**config.mk**
```make
export PLATFORM = sky130hd
export DESIGN_NAME = mem_stack_ctrl
export DESIGN_NICKNAME = d
export VERILOG_FILES = /design/src/rtl/mem_stack_ctrl.sv
export SDC_FILE = /design/constraint.sdc
export NUM_CORES = 1
export LEC_CHECK = 0
export CAP_MARGIN = 10
export CORE_ASPECT_RATIO = 2
export CORE_MARGIN = 1
export CORE_UTILIZATION = 35
export CTS_BUF_LIST = sky130_fd_sc_hd__clkbuf_2
export CTS_CLUSTER_SIZE = 25
export DETAILED_ROUTE_END_ITERATION = 10
export GPL_TIMING_DRIVEN = 0
export HOLD_SLACK_MARGIN = 0.12
export PLACE_DENSITY = 0.87
export SLEW_MARGIN = 25
export SYNTH_ARGS = -nofsm -noshare
export SYNTH_HDL_FRONTEND = slang
export SYNTH_SLANG_ARGS = --single-unit
```
**constraint.sdc**
```tcl
create_clock -name clk -period 2.7 [get_ports clk]
set_clock_uncertainty 0.2 [all_clocks]
set_input_delay 0.675 -clock clk [delete_from_list [all_inputs] [get_ports clk]]
set_output_delay 0.675 -clock clk [all_outputs]
set_load 0.01 [all_outputs]
```
**src/rtl/mem_stack_ctrl.sv**
```systemverilog
// Memory-stage executor: decodes MEM control bundles, owns SP, drives the data memory,
// and captures popped words one cycle later into the return PC / restored flags.
module mem_stack_ctrl #(
  parameter int DATA_W = 16,
  parameter int ADDR_W = 12,
  parameter int SP_TOP = 2**ADDR_W-1
) (
  input  logic              clk,
  input  logic              rst,
  input  logic              valid,
  input  logic              stall,
  input  logic              mem_read,
  input  logic              mem_write,
  input  logic [1:0]        mem_addr_sel,
  input  logic [2:0]        mem_data_sel,
  input  logic              sp_wr,
  input  logic              flags_wb,
  input  logic [1:0]        pop_l_h,
  input  logic [DATA_W-1:0] alu_result,
  input  logic [DATA_W-1:0] rsrc_val,
  input  logic [DATA_W-1:0] rdst_val,
  input  logic [3:0]        flags,
  input  logic [31:0]       int_pc,
  input  logic [31:0]       call_pc,
  input  logic [DATA_W-1:0] dmem_rdata,
  output logic [ADDR_W-1:0] dmem_addr,
  output logic [DATA_W-1:0] dmem_wdata,
  output logic              dmem_we,
  output logic              dmem_re,
  output logic [ADDR_W-1:0] sp,
  output logic [31:0]       ret_pc,
  output logic              ret_pc_valid,
  output logic [3:0]        flags_restore,
  output logic              flags_restore_en,
  output logic              stack_ovf,
  output logic              stack_unf
);
  localparam logic [ADDR_W-1:0] SP_RST = ADDR_W'(SP_TOP);

  typedef struct packed {
    logic       pend;
    logic       fwb;
    logic [1:0] plh;
  } tag_t;

  tag_t              tag_q;
  logic              acc, push, pop, ovf, unf;
  logic [ADDR_W-1:0] sp_q, sp_inc, sp_dec;
  logic [15:0]       rd16;
  logic              unused_bits;

  assign acc    = valid & ~stall;
  // A bundle with both read and write is treated as a push for SP purposes.
  assign push   = acc & mem_write & sp_wr;
  assign pop    = acc & mem_read & sp_wr & ~mem_write;
  assign ovf    = push & (sp_q == '0);
  assign unf    = pop & (sp_q == SP_RST);
  assign sp_inc = sp_q + ADDR_W'(1);
  assign sp_dec = sp_q - ADDR_W'(1);
  assign rd16   = 16'(dmem_rdata);
  assign sp     = sp_q;

  assign dmem_we = acc & mem_write & ~ovf;
  assign dmem_re = acc & mem_read & ~unf;
  assign flags_restore_en = tag_q.pend & tag_q.fwb;

  assign unused_bits = ^{alu_result, rsrc_val, dmem_rdata};

  always_comb begin
    dmem_addr = sp_q;
    case (mem_addr_sel)
      2'b00:   dmem_addr = ADDR_W'(alu_result);
      2'b01:   dmem_addr = ADDR_W'(rsrc_val);
      2'b10:   dmem_addr = sp_inc;
      default: dmem_addr = sp_q;
    endcase
  end

  always_comb begin
    dmem_wdata = '0;
    case (mem_data_sel)
      3'b000:  dmem_wdata = rsrc_val;
      3'b001:  dmem_wdata = rdst_val;
      3'b010:  dmem_wdata = DATA_W'(flags);
      3'b011:  dmem_wdata = DATA_W'(int_pc[15:0]);
      3'b100:  dmem_wdata = DATA_W'(int_pc[31:16]);
      3'b101:  dmem_wdata = DATA_W'(call_pc[15:0]);
      3'b110:  dmem_wdata = DATA_W'(call_pc[31:16]);
      default: dmem_wdata = '0;
    endcase
  end

  always_ff @(posedge clk or negedge rst) begin
    if (!rst) begin
      sp_q          <= SP_RST;
      ret_pc        <= '0;
      ret_pc_valid  <= 1'b0;
      flags_restore <= '0;
      stack_ovf     <= 1'b0;
      stack_unf     <= 1'b0;
      tag_q         <= '0;
    end else begin
      if (push && !ovf)     sp_q <= sp_dec;
      else if (pop && !unf) sp_q <= sp_inc;
      if (ovf) stack_ovf <= 1'b1;
      if (unf) stack_unf <= 1'b1;
      // Tag rides one cycle behind the read; it is consumed regardless of stall.
      tag_q.pend <= dmem_re;
      tag_q.fwb  <= flags_wb;
      tag_q.plh  <= pop_l_h;
      if (tag_q.pend) begin
        if (tag_q.fwb) flags_restore <= rd16[3:0];
        if (tag_q.plh == 2'b10) begin
          ret_pc[15:0] <= rd16;
          ret_pc_valid <= 1'b0;
        end else if (tag_q.plh == 2'b11) begin
          ret_pc[31:16] <= rd16;
          ret_pc_valid  <= 1'b1;
        end
      end
    end
  end
endmodule

```
# After elaboration in Yosys (flattened, before gate mapping)
# Index checks and enable logic that the tools add are counted.
dict set report word_totals {
  regBits 55
  inputBits 147
  elab_cells 58
  out_inout_bits 82
}
dict set report op_classes {
  n_reduce_logical 13
  mux 6
  n_eq_ne 11
  n_addsub 2
  n_bitwise 16
}
# cell count
set ops {}
lappend ops {{case mux 16 bit (7 select lines)} 1}
lappend ops {{case mux 12 bit (3 select lines)} 1}
lappend ops {{2-to-1 mux 12 bit} 2}
lappend ops {{adder 12 x 1 -> 12 bit, second input constant} 1}
lappend ops {{equality test 12 bit, second input constant} 1}
lappend ops {{logical NOT 12 bit} 1}
lappend ops {{subtractor 12 x 1 -> 12 bit, second input constant} 1}
lappend ops {{AND 1 bit} 11}
lappend ops {{equality test 3 bit, second input constant} 3}
lappend ops {{equality test 2 bit, second input constant} 3}
lappend ops {{equality test 3 x 2 -> 1 bit, second input constant} 2}
lappend ops {{AND reduction 2 bit} 3}
lappend ops {{NOT 1 bit} 5}
lappend ops {{nonzero test 2 bit} 2}
lappend ops {{equality test 3 x 1 -> 1 bit, second input constant} 1}
lappend ops {{logical NOT 3 bit} 1}
lappend ops {{AND reduction 3 bit} 1}
lappend ops {{equality test 2 x 1 -> 1 bit, second input constant} 1}
lappend ops {{logical AND 1 bit} 2}
lappend ops {{logical NOT 1 bit} 2}
lappend ops {{logical NOT 2 bit} 1}
lappend ops {{2-to-1 mux 1 bit} 2}

# Longest topological paths before layout
# Gate-level depths: netlist of the first run.
dict set report logic_depth {
  depth_word 10
  depth_mapped 8
  depth_no_buf 7
}

# Worst setup path before layout of the first run
# OpenSTA, ideal clock, no wires.
dict set report synth_timing {
  path_kind {input to output}
  from {input port mem_data_sel[1]}
  to {output port dmem_wdata[0]}
  slack_ps -251
  stages 6
  t_arrival_ps 2076
  required_time_ps 1825
  path_buffers 2
  cell_sequence {clkbuf_1 clkbuf_1 mux2i_1 nor2_1 a21oi_1 o21ai_0}
}
dict set report synth_between {
  elab_chain_len 2
  word_cells_on_any_way 8
  classes_between {6 x eq/ne; 1 x mux; 1 x reduce/logical}
}
# element line
set synth_rtl {}
lappend synth_rtl {{from (decl)} 15} ;# input logic [2:0] mem_data_sel,
lappend synth_rtl {{equality test 3 bit (tied with other cells)} 81} ;# case (mem_data_sel)
lappend synth_rtl {{case mux 16 bit (7 select lines) (*)} 81}
lappend synth_rtl {{to (decl)} 27} ;# output logic [DATA_W-1:0] dmem_wdata,
# Every way passes the cells marked *; elsewhere a longest branch is shown, timed or not.

# Final worst setup path of the first run
dict set report layout_timing {
  from {register sp_q[1] (netlist: sp[1])}
  to {output port dmem_addr[9]}
}
dict set report layout_between {
  elab_chain_len 2
}
# element line
set layout_rtl {}
lappend layout_rtl {{from (decl)} 48} ;# logic [ADDR_W-1:0] sp_q, sp_inc, sp_dec;
lappend layout_rtl {{from (signal assigned)} 103} ;# if (push && !ovf) sp_q <= sp_dec;
lappend layout_rtl {{from (signal assigned)} 104} ;# else if (pop && !unf) sp_q <= sp_inc;
lappend layout_rtl {{adder 12 x 1 -> 12 bit} 58} ;# assign sp_inc = sp_q + ADDR_W'(1);
lappend layout_rtl {{case mux 12 bit (3 select lines)} 71} ;# case (mem_addr_sel)
lappend layout_rtl {{to (decl)} 26} ;# output logic [ADDR_W-1:0] dmem_addr,
# No other way between the ends.

==> metrics.txt, run 1 <==
Setup TNS -3.30 ns; max-cap violation count 0; all-layer global routing usage 0.286; final hold viol count 0; crit path max-delay cell type dfstp_2; via count 4261; wire per inst 20.5 um; number of global-route vias before repair 4488; ys async rst share 1.00; crit-path cells buf_6, and3_4, nand2_4, nor3_4, xnor2_2, a21oi_2, buf_2; CP Capture Type primary output; Die H 147 um; area of the multi-input gates 2500 um^2; worst slew pin tran 0.861 ns; initial antenna violation count 1; RSZ-0062 raised after global routing yes; crit-path max FO 7; DP HPWL 12200 um; Residual DRC 0; number of flops mapped to enable cells by yosys 0; status finished, violations left; Sink Count 55; gpl congestion 0.981; CP Class reg -> out; max-slew violations 0; Initial Util 0.361; Port Buffers 222; VDD IR-drop max 0.000319 V; global-route wire length before repair 23100 um; Leak 3.00 nW; first drt pass iteration count 4; via-per-instance ratio 5.49; Die X 74.4 um; CP Launch Type flip-flop; Power Dens Cells 616 nW/um^2; slowest cell delay on critical path 0.63 ns; Worst-path clk slew 0.26 ns; Cell Rows 52; Synth Flop Type dfrtp_1; synthesized flop and latch total 55; synthesized area per cell 9.96 um^2; Fill cells 800; clk buf depth 2; setup ws final -0.334 ns; WP data required 1.82 ns; Post-DP Area 6060 um^2; Max Fclk 330 MHz; Slew headroom 0.426; library cells used by synthesis 54; Skew-Pair Late Insertion Delay 0.45 ns; Final Setup Violations 14; grt ovf 0; cells after synthesis 368; root buf cell clkbuf_2; min-delay worst type reg -> reg; layout cells sized above 1 0.369; IO Pins 229; Ys Warns 0; core area 10100 um^2; Seq. cell area 1390 um^2; CTS H-tree depth 2; critical path arrival 2.16 ns; largest net degree at the start of global routing 56; Final ANT Viol Nets 0; syn nets 518; Die ar. 10900 um^2; area grow syn2layout 86.1%; fin util 0.672; Final Cycle Share 1.12; Finished Cell Area 6820 um^2; TritonCTS clock tree done; failing checks negative setup slack; Post-Route WL 15900 um; Period minus WS final 3.03 ns; Final nets 789; CP top delay family flip-flops; WP buf/inv 2; Post-Synthesis Cell Area 3670 um^2; register area share after synthesis 0.380; CTS buffer count 5; Initial DRC Count 165
kinds of logic (layout without fill, tap and decap cells):
group                    Yosys count  after routing  synth area share
other                              0              2                 0
AO/OA/AOI/OAI                     83             83             0.152
AND/OR/NAND/NOR                  110            110             0.159
multiplexers                      65             65             0.217
XOR/XNOR                          18             18            0.0430
flip-flops                        55             55             0.380
adder cells (fa/ha/maj)            3              3            0.0102
buffers and inverters             34            305            0.0389
cell usage after synthesis (all sizes together) (5+ instances only):
library cell  number  share of area
xnor2              9          0.022
mux2              45           0.14
clkbuf            23          0.024
nand3             11          0.015
nor2              27          0.028
dfstp             12          0.086
buf                6          0.010
a221oi            10          0.024
xor2               9          0.022
inv                5         0.0051
a21oi             26          0.035
mux4               7          0.043
mux2i             13          0.035
nand2             24          0.025
a211oi             9          0.018
a22oi              7          0.014
and3               7          0.012
nor2b             13          0.022
dfrtp             43           0.29
o21ai             13          0.018
path summary, 6_finish.rpt:
kind	startpoint	end	slack, ns	depth (start not counted)
worst max-delay path	sp[1]$_DFFE_PN1P_	dmem_addr[9]	-0.33	7
worst min-delay path	stack_unf$_DFFE_PN0P_	stack_unf$_DFFE_PN0P_	0.33	1
worst max register to register	sp[10]$_DFFE_PN1P_	stack_ovf$_DFFE_PN0P_	0.09	12
max in group asynchronous	rst	ret_pc[10]$_DFFE_PN0P_	1.28	2
worst min register to register	stack_unf$_DFFE_PN0P_	stack_unf$_DFFE_PN0P_	0.33	1
min in group asynchronous	rst	ret_pc[21]$_DFFE_PN0P_	0.54	2
flip-flops by register name (all words and copies together) (netlist names):
name,flops
ret_pc,32
sp,12
flags_restore,4
tag_q,4
ret_pc_valid,1
stack_ovf,1
stack_unf,1
routing by layer:
metal | global-route usage | vias to the layer above | share of wire
li1 | - | 1901 | -
met1 | 0.258 | 1990 | 0.30
met2 | 0.542 | 302 | 0.54
met3 | 0.0748 | 68 | 0.095
met4 | 0.157 | 0 | 0.055
met5 | 0 | - | 0
cell usage in the layout, fill, tap and decap left out, drive strengths merged, types with 17 or more instances in the layout:
| cell type | instances |
|---|---|
| clkbuf | 25 |
| nand2 | 24 |
| dfrtp | 43 |
| nor2 | 27 |
| a21oi | 26 |
| dlygate4sd2 | 28 |
| mux2 | 45 |
| clkdlybuf4s50 | 144 |
| buf | 83 |
| dlymetal6s2s | 17 |
metrics by stage:
step                      std cells  hold slack (ns)  power [mW]  setup WS [ns]
final                           776            0.328        4.20         -0.334
after global routing            775            0.349        4.42         -0.423
after CTS                       766            0.310        4.01         -0.342
after detailed placement        725            0.256        3.23          -1.40
after global placement          725            0.251        3.20          -1.40
after floorplan                 368            0.179        2.15          0.111
repair_timing:
| action | CTS | global route |
|---|---|---|
| cloned | 0 | 0 |
| hold buffers | 1 | 0 |
| hold endpoints to repair | 43 | 0 |
| endpoints found under the setup margin | 31 | 33 |
| pin swaps | 37 | 29 |
| setup buffers | 38 | 14 |
| gates resized for setup | 252 | 54 |
power breakdown:
group | internal (mW) | switching, mW
clock | 0.156 | 0.243
sequential | 1.11 | 0.229
combinational | 1.40 | 1.07
worst register-to-register path, cell delays in order (launching register included):
cell and delay [ns]:
dfstp_2 0.45, or3_4 0.41, nor4b_4 0.36, nand3_2 0.13
buf_6 0.13, buf_6 0.10, buf_4 0.12, buf_4 0.12
buf_4 0.12, buf_4 0.12, buf_4 0.12, buf_4 0.12
nand2b_1 0.06
final cells by class:
type	instances	share of cell area
multi-input combinational	279	0.366
timing repair buffer	271	0.364
sequential	55	0.204
buffer	22	0.0279
tap	135	0.0248
clock buffer	6	0.00440
clock inverter	1	0.00440
inverter	5	0.00385
antenna	2	0.000734
Power figures use the tool's default switching activity.
==> run 2: changes to the inputs <==
--- a/config.mk
+++ b/config.mk
@@ -8,13 +8,14 @@
 export CAP_MARGIN = 10
 export CORE_ASPECT_RATIO = 2
 export CORE_MARGIN = 1
-export CORE_UTILIZATION = 35
+export CORE_UTILIZATION = 41
 export CTS_BUF_LIST = sky130_fd_sc_hd__clkbuf_2
 export CTS_CLUSTER_SIZE = 25
 export DETAILED_ROUTE_END_ITERATION = 10
 export GPL_TIMING_DRIVEN = 0
 export HOLD_SLACK_MARGIN = 0.12
-export PLACE_DENSITY = 0.87
+export PLACE_DENSITY = 0.95
+export SETUP_SLACK_MARGIN = 0.2
 export SLEW_MARGIN = 25
 export SYNTH_ARGS = -nofsm -noshare
 export SYNTH_HDL_FRONTEND = slang
==> constraint.sdc (replaced) <==
create_clock -name clk -period 3.8 [get_ports clk]
set_clock_uncertainty 0.2 [all_clocks]
set_input_delay 0.95 -clock clk [delete_from_list [all_inputs] [get_ports clk]]
set_output_delay 0.95 -clock clk [all_outputs]
set_load 0.01 [all_outputs]
==> run 2 against run 1 <==
Against the previous run: the run now ends clean; cell area down 8.0%; final cell count fell by 9.4%; sequential share of layout area increased by 1.8 points; utilization grew 5.3 points; critical endpoint is now dmem_wdata[9]; highest routed layer unchanged.
==> metrics.txt, run 2 (same netlist as run 1, synthesis figures left out) <==
status complete, no violations (was finished, violations left); first drt pass iteration count 5 (was 4); Final Setup Violations 0 (was 14); TritonCTS clock tree done (unchanged); gpl congestion 0.956 (was 0.981); combinational share of power 0.553 (was 0.587); number of global-route vias before repair 4338 (was 4488); Psw 0.971 mW (was 1.54 mW); WP data required 2.65 ns (was 1.82 ns); Int Pwr 1.62 mW (was 2.66 mW); Final Non-Filler Cells 703 (was 776); wire per inst 21.7 um (was 20.5 um); DP HPWL 12500 um (was 12200 um); Post-DP Area 6010 um^2 (was 6060 um^2); Slew headroom 0.546 (was 0.426); final hold viol count 0 (unchanged); Skew-Pair Late Insertion Delay 0.48 ns (was 0.45 ns); Die H 136 um (was 147 um); largest net degree at the start of global routing 56 (unchanged); critical path arrival 2.43 ns (was 2.16 ns); worst slew pin tran 0.681 ns (was 0.861 ns); Period minus WS final 3.58 ns; Sink Count 55 (unchanged); Final ANT Viol Nets 0 (unchanged); Cell Rows 48 (was 52); Initial DRC Count 204 (was 165); via-per-instance ratio 5.78 (was 5.49); clk buf depth 2 (unchanged); R2R Setup Slk 1.23 ns (was 0.09 ns); Final Power 2.60 mW (was 4.20 mW); min-delay worst type in -> async (was reg -> reg); max-cap violation count 0 (unchanged); Min Hold Slack 0.239 ns (was 0.328 ns); most frequent cells in the layout clkdlybuf4s50_1, mux2_2, dfrtp_1, a21oi_1 (was clkdlybuf4s50_1, buf_4, dfrtp_1, mux2_2, dlygate4sd2_1); hold buffer count at CTS 0 (was 1); commonest non-fill, non-tap cell in the layout clkdlybuf4s50_1 (unchanged); layout cells sized above 1 0.229 (was 0.369); Post-Route WL 15300 um (was 15900 um); grt ovf 0 (unchanged); fin util 0.725 (was 0.672); via count 4063 (was 4261); Leak 2.60 nW (was 3.00 nW); Placed Cells 690 (was 725); Die ar. 9350 um^2 (was 10900 um^2); Residual DRC 0 (unchanged); Largest register FFs 32 (unchanged); Die X 68.9 um (was 74.4 um); sw frac 0.374 (was 0.367); Worst-path clk slew 0.31 ns (was 0.26 ns); CTS buffer count 5 (unchanged); CP Capture Type primary output (unchanged); root buf cell clkbuf_2 (unchanged); VDD IR-drop max 0.000204 V (was 0.000319 V); Power Dens Cells 414 nW/um^2 (was 616 nW/um^2); Final Cycle Share 0.942; CP Launch Type primary input (was flip-flop); Flop pwr share 0.353 (was 0.318); crit-path max FO 1 (was 7); Final nets 751 (was 789); CTS H-tree depth 2 (unchanged); initial antenna violation count 1 (unchanged); RSZ-0062 raised after global routing yes (unchanged); core area 8650 um^2 (was 10100 um^2); Biggest register ret_pc (unchanged); Port Buffers 222 (unchanged); all-layer global routing usage 0.331 (was 0.286); Finished Cell Area 6270 um^2 (was 6820 um^2); IO Pins 229 (unchanged); max-slew violations 0 (unchanged); global-route wire length before repair 22100 um (was 23100 um); Initial Util 0.424 (was 0.361); CP Class in -> out (was reg -> out); share of total power in the clock network 0.094 (was 0.095); Max Fclk 279 MHz; area grow syn2layout 71.1% (was 86.1%)
run 2: cell count changes in the layout (fill, tap and decap cells not counted), moves of 6 or more:
| cell | change |
|---|---|
| o21ai_0 | +7 |
| clkdlybuf4s50_1 | +45 |
| a21oi_1 | +7 |
| buf_2 | -23 |
| buf_4 | -37 |
| a221oi_2 | -6 |
| dlygate4sd2_1 | -12 |
| a21oi_2 | -7 |
| buf_6 | -7 |
| dlymetal6s2s_1 | -12 |
run 2: area by class of cell:
cell class / count / area, um^2
plain buffers: 29 / 223
clock inverters: 3 / 22.5
inverters: 5 / 18.8
clock buffers: 5 / 25.0
diodes: 1 / 2.50
fillers: 671 / 2370
well taps: 100 / 125
multi-input cells: 279 / 2270
flip-flops and latches: 55 / 1390
repair buffers: 226 / 2200
run 2: path summary, 6_finish.rpt:
check	startpoint	to	depth (start not counted)
max reg2reg	sp[5]$_DFFE_PN1P_	sp[6]$_DFFE_PN1P_	9
max	call_pc[25]	dmem_wdata[9]	5
min	rst	ret_pc[14]$_DFFE_PN0P_	1
max in group asynchronous	rst	ret_pc[28]$_DFFE_PN0P_	1
min in group clk	stack_unf$_DFFE_PN0P_	stack_unf$_DFFE_PN0P_	1
min reg2reg	stack_unf$_DFFE_PN0P_	stack_unf$_DFFE_PN0P_	1
run 2: critical path: stages:
cell             delay, ns
clkdlybuf4s50_1       0.39
mux2_2                0.26
a221oi_1              0.26
a21oi_1               0.08
clkdlybuf4s50_1       0.48
run 2: routing by layer:
layer	GRT usage	part of all wire	vias up
li1	-	-	1830
met2	0.614	0.53	267
met1	0.297	0.31	1926
met4	0.187	0.046	0
met5	0	0	-
met3	0.0934	0.10	40
run 2: repair_timing:
item,CTS,global route
gates resized for setup,94,33
pin swaps,3,6
buffers inserted,4,0
endpoints found under the setup margin,30,16
run 2: power by group through the flow:
stage	registers [mW]	logic (mW)	clock network, mW
2_1_floorplan	0.978	0.547	0
3_3_place_gp	0.924	1.35	0
3_5_place_dp	0.933	1.37	0
4_1_cts	0.912	1.43	0.252
5_1_grt	0.939	1.53	0.271
6_report	0.916	1.44	0.243
run 2: stage by stage:
| stage | setup TNS, ns | setup WS (ns) |
|---|---|---|
| 2_1_floorplan | 0 | 0.299 |
| 3_3_place_gp | -10.83 | -0.814 |
| 3_5_place_dp | -11.24 | -0.817 |
| 4_1_cts | 0 | 0.131 |
| 5_1_grt | 0 | 0.173 |
| 6_report | 0 | 0.221 |
==> run 3: changes to the inputs <==
--- a/config.mk
+++ b/config.mk
@@ -8,13 +8,14 @@
 export CAP_MARGIN = 10
 export CORE_ASPECT_RATIO = 2
 export CORE_MARGIN = 1
-export CORE_UTILIZATION = 41
+export CORE_UTILIZATION = 35
 export CTS_BUF_LIST = sky130_fd_sc_hd__clkbuf_2
 export CTS_CLUSTER_SIZE = 25
 export DETAILED_ROUTE_END_ITERATION = 10
 export GPL_TIMING_DRIVEN = 0
 export HOLD_SLACK_MARGIN = 0.12
-export PLACE_DENSITY = 0.95
+export PLACE_DENSITY = 0.87
+export RECOVER_POWER = 100
 export SETUP_SLACK_MARGIN = 0.2
 export SLEW_MARGIN = 25
 export SYNTH_ARGS = -nofsm -noshare
==> constraint.sdc (replaced) <==
create_clock -name clk -period 3.1 [get_ports clk]
set_clock_uncertainty 0.2 [all_clocks]
set_input_delay 0.775 -clock clk [delete_from_list [all_inputs] [get_ports clk]]
set_output_delay 0.775 -clock clk [all_outputs]
set_load 0.01 [all_outputs]
==> run 3 against run 2 <==
Against the previous run: the run now ends with negative setup slack left; via count grew 8.6%; final cell count is 12% higher; non-clock buffer count increased by 52; critical path type is now reg -> out.
==> metrics.txt, run 3 (same netlist as run 1, synthesis figures left out) <==
VDD IR-drop max 0.000273 V (was 0.000204 V); Final ANT Viol Nets 0 (unchanged); R2R Setup Slk -0.02 ns (was 1.23 ns); Worst-path clk slew 0.25 ns (was 0.31 ns); grt ovf 0 (unchanged); Largest register FFs 32 (unchanged); Biggest register ret_pc (unchanged); Initial DRC Count 149 (was 204); Power Dens Cells 534 nW/um^2 (was 414 nW/um^2); number of global-route vias before repair 4603 (was 4338); TritonCTS clock tree done (unchanged); RSZ-0062 raised after global routing yes (unchanged); Slew headroom 0.109 (was 0.546); M1 WL 5060 um (was 4810 um); Cell Rows 52 (was 48); Initial Util 0.361 (was 0.424); Port Buffers 222 (unchanged); CTS H-tree depth 2 (unchanged); met2 WL 8860 um (was 8180 um); worst hold stages 1; final hold viol count 0 (unchanged); min-delay worst type reg -> reg (was in -> async); worst slew pin tran 1.34 ns (was 0.681 ns); Worst Setup EP dmem_addr[10] (was dmem_wdata[9]); Finished Cell Area 7070 um^2 (was 6270 um^2); Final Cycle Share 1.03; Post-Route WL 16600 um (was 15300 um); first drt pass iteration count 5 (unchanged); dpl ws -1.20 ns (was -0.817 ns); CTS buffer count 5 (unchanged); DR top layer met4 (unchanged); Residual DRC 0 (unchanged); WL met3 1610 um (was 1600 um); Die H 147 um (was 136 um); CP Class reg -> out (was in -> out); area grow syn2layout 92.9% (was 71.1%); via count 4414 (was 4063); Skew-Pair Late Insertion Delay 0.45 ns (was 0.48 ns); Leak 3.05 nW (was 2.60 nW); Die X 74.4 um (was 68.9 um); crit-path cells buf_6, ha_4, and2_4, nand3_4, nor2_4, xnor2_2, a21oi_2, buf_2 (was clkdlybuf4s50_1, mux2_2, a221oi_1, a21oi_1, clkdlybuf4s50_1); clk buf depth 2 (unchanged); fin util 0.697 (was 0.725); Final nets 803 (was 751); largest net degree at the start of global routing 56 (unchanged); commonest non-fill, non-tap cell in the layout clkdlybuf4s50_1 (unchanged); via-per-instance ratio 5.59 (was 5.78); Worst R2R End stack_ovf$_DFFE_PN0P_ (was sp[6]$_DFFE_PN1P_); FF-to-FF Start sp[8]$_DFFE_PN1P_ (was sp[5]$_DFFE_PN1P_); WP data required 2.12 ns (was 2.65 ns); root buf cell clkbuf_2 (unchanged); setup ws final -0.0781 ns (was 0.221 ns); crit path max-delay cell type dfstp_2 (was clkdlybuf4s50_1); initial antenna violation count 1 (unchanged); gpl congestion 0.981 (was 0.956); wire per inst 21.1 um (was 21.7 um); Die ar. 10900 um^2 (was 9350 um^2); crit-path max FO 4 (was 1); Period minus WS final 3.18 ns; R2R depth 19 (was 9); DP HPWL 12200 um (was 12500 um); critical path arrival 2.20 ns (was 2.43 ns); max-cap violation count 0 (unchanged); all-layer global routing usage 0.295 (was 0.331); layout cells sized above 1 0.384 (was 0.229); Fill cells 752 (was 671); global-route wire length before repair 23800 um (was 22100 um); failing checks negative setup slack; Final Setup Violations 8 (was 0); IO Pins 229 (unchanged); status finished, violations left (was complete, no violations); CP Capture Type primary output (unchanged); CP Launch Type flip-flop (was primary input); Post-DP Area 6060 um^2 (was 6010 um^2); max-slew violations 0 (unchanged); most frequent cells in the layout clkdlybuf4s50_1, dfrtp_1, mux2_2, buf_4, buf_6 (was clkdlybuf4s50_1, mux2_2, dfrtp_1, a21oi_1); Sink Count 55 (unchanged); core area 10100 um^2 (was 8650 um^2); slowest cell delay on critical path 0.62 ns (was 0.48 ns); Max Fclk 315 MHz; worst setup path startpoint sp[0]$_DFFE_PN1P_ (was call_pc[25])
## run 3: cell count changes in the layout (fill, tap and decap cells not counted), sizes merged
| cell | previous run | this run |
|---|---|---|
| clkdlybuf4s15 | 2 | 1 |
| clkinv | 1 | 0 |
| dlymetal6s2s | 5 | 10 |
| diode | 1 | 2 |
| dlygate4sd2 | 16 | 27 |
| buf | 15 | 94 |
| clkbuf | 33 | 28 |
| bufinv | 0 | 1 |
| clkdlybuf4s50 | 189 | 149 |
| inv | 7 | 5 |
| dlygate4sd3 | 0 | 4 |
## run 3: repair_timing
item / CTS / global route
buffers inserted: 46 / 9
gates resized for setup: 283 / 58
pin swaps: 45 / 32
hold endpoints to repair: 22 / 0
hold buffers: 1 / 0
setup endpoints to repair: 30 / 43
cloned: 0 / 0
## run 3: through the flow
step                power, mW  hold WS (ns)  cells  TNS (ns)
global placement         2.79         0.251    725    -39.90
finish                   3.78         0.324    790    -0.322
floorplan                1.87         0.279    368         0
global route             3.95         0.349    789     -1.62
detailed placement       2.82         0.256    725    -21.01
CTS                      3.58         0.310    779    -0.255
## run 3: routing by layer
layer | vias up | global-route usage
met4 | 0 | 0.180
met1 | 2084 | 0.265
li1 | 1927 | -
met3 | 83 | 0.0789
met5 | - | 0
met2 | 320 | 0.550
## run 3: area by class of cell
class	count	area, um^2	area share
plain buffers	29	285	0.0403
well taps	135	169	0.0239
inverters	5	23.8	0.00336
clock inverters	1	30.0	0.00425
multi-input cells	279	2540	0.359
repair buffers	278	2600	0.367
flip-flops and latches	55	1390	0.197
clock buffers	6	30.0	0.00425
diodes	2	5.00	0.000708
## run 3: worst max-delay path: cells and delay by family (launching register included)
family                   cells  cell delay (ns)
AO/OA/AOI/OAI                1             0.19
XOR/XNOR                     1             0.09
adder cells (fa/ha/maj)      1             0.15
buffers and inverters        2             0.28
flip-flops                   1             0.62
AND/OR/NAND/NOR              3             0.42
## run 3: worst min path at each step
stage	start	to	slack [ns]
4_1_cts	stack_ovf$_DFFE_PN0P_	stack_ovf$_DFFE_PN0P_	0.31
5_1_grt	stack_unf$_DFFE_PN0P_	stack_unf$_DFFE_PN0P_	0.35
6_report	stack_ovf$_DFFE_PN0P_	stack_ovf$_DFFE_PN0P_	0.32
2_1_floorplan	rst	flags_restore[0]$_DFFE_PN0P_	0.28
3_3_place_gp	stack_ovf$_DFFE_PN0P_	stack_ovf$_DFFE_PN0P_	0.25
3_5_place_dp	stack_ovf$_DFFE_PN0P_	stack_ovf$_DFFE_PN0P_	0.26
## run 3: power by group
group	leakage [nW]	switching (mW)	internal [mW]	total [mW]
combinational	2.38	1.01	1.29	2.30
sequential	0.634	0.168	0.965	1.13
clock	0.0391	0.211	0.135	0.347
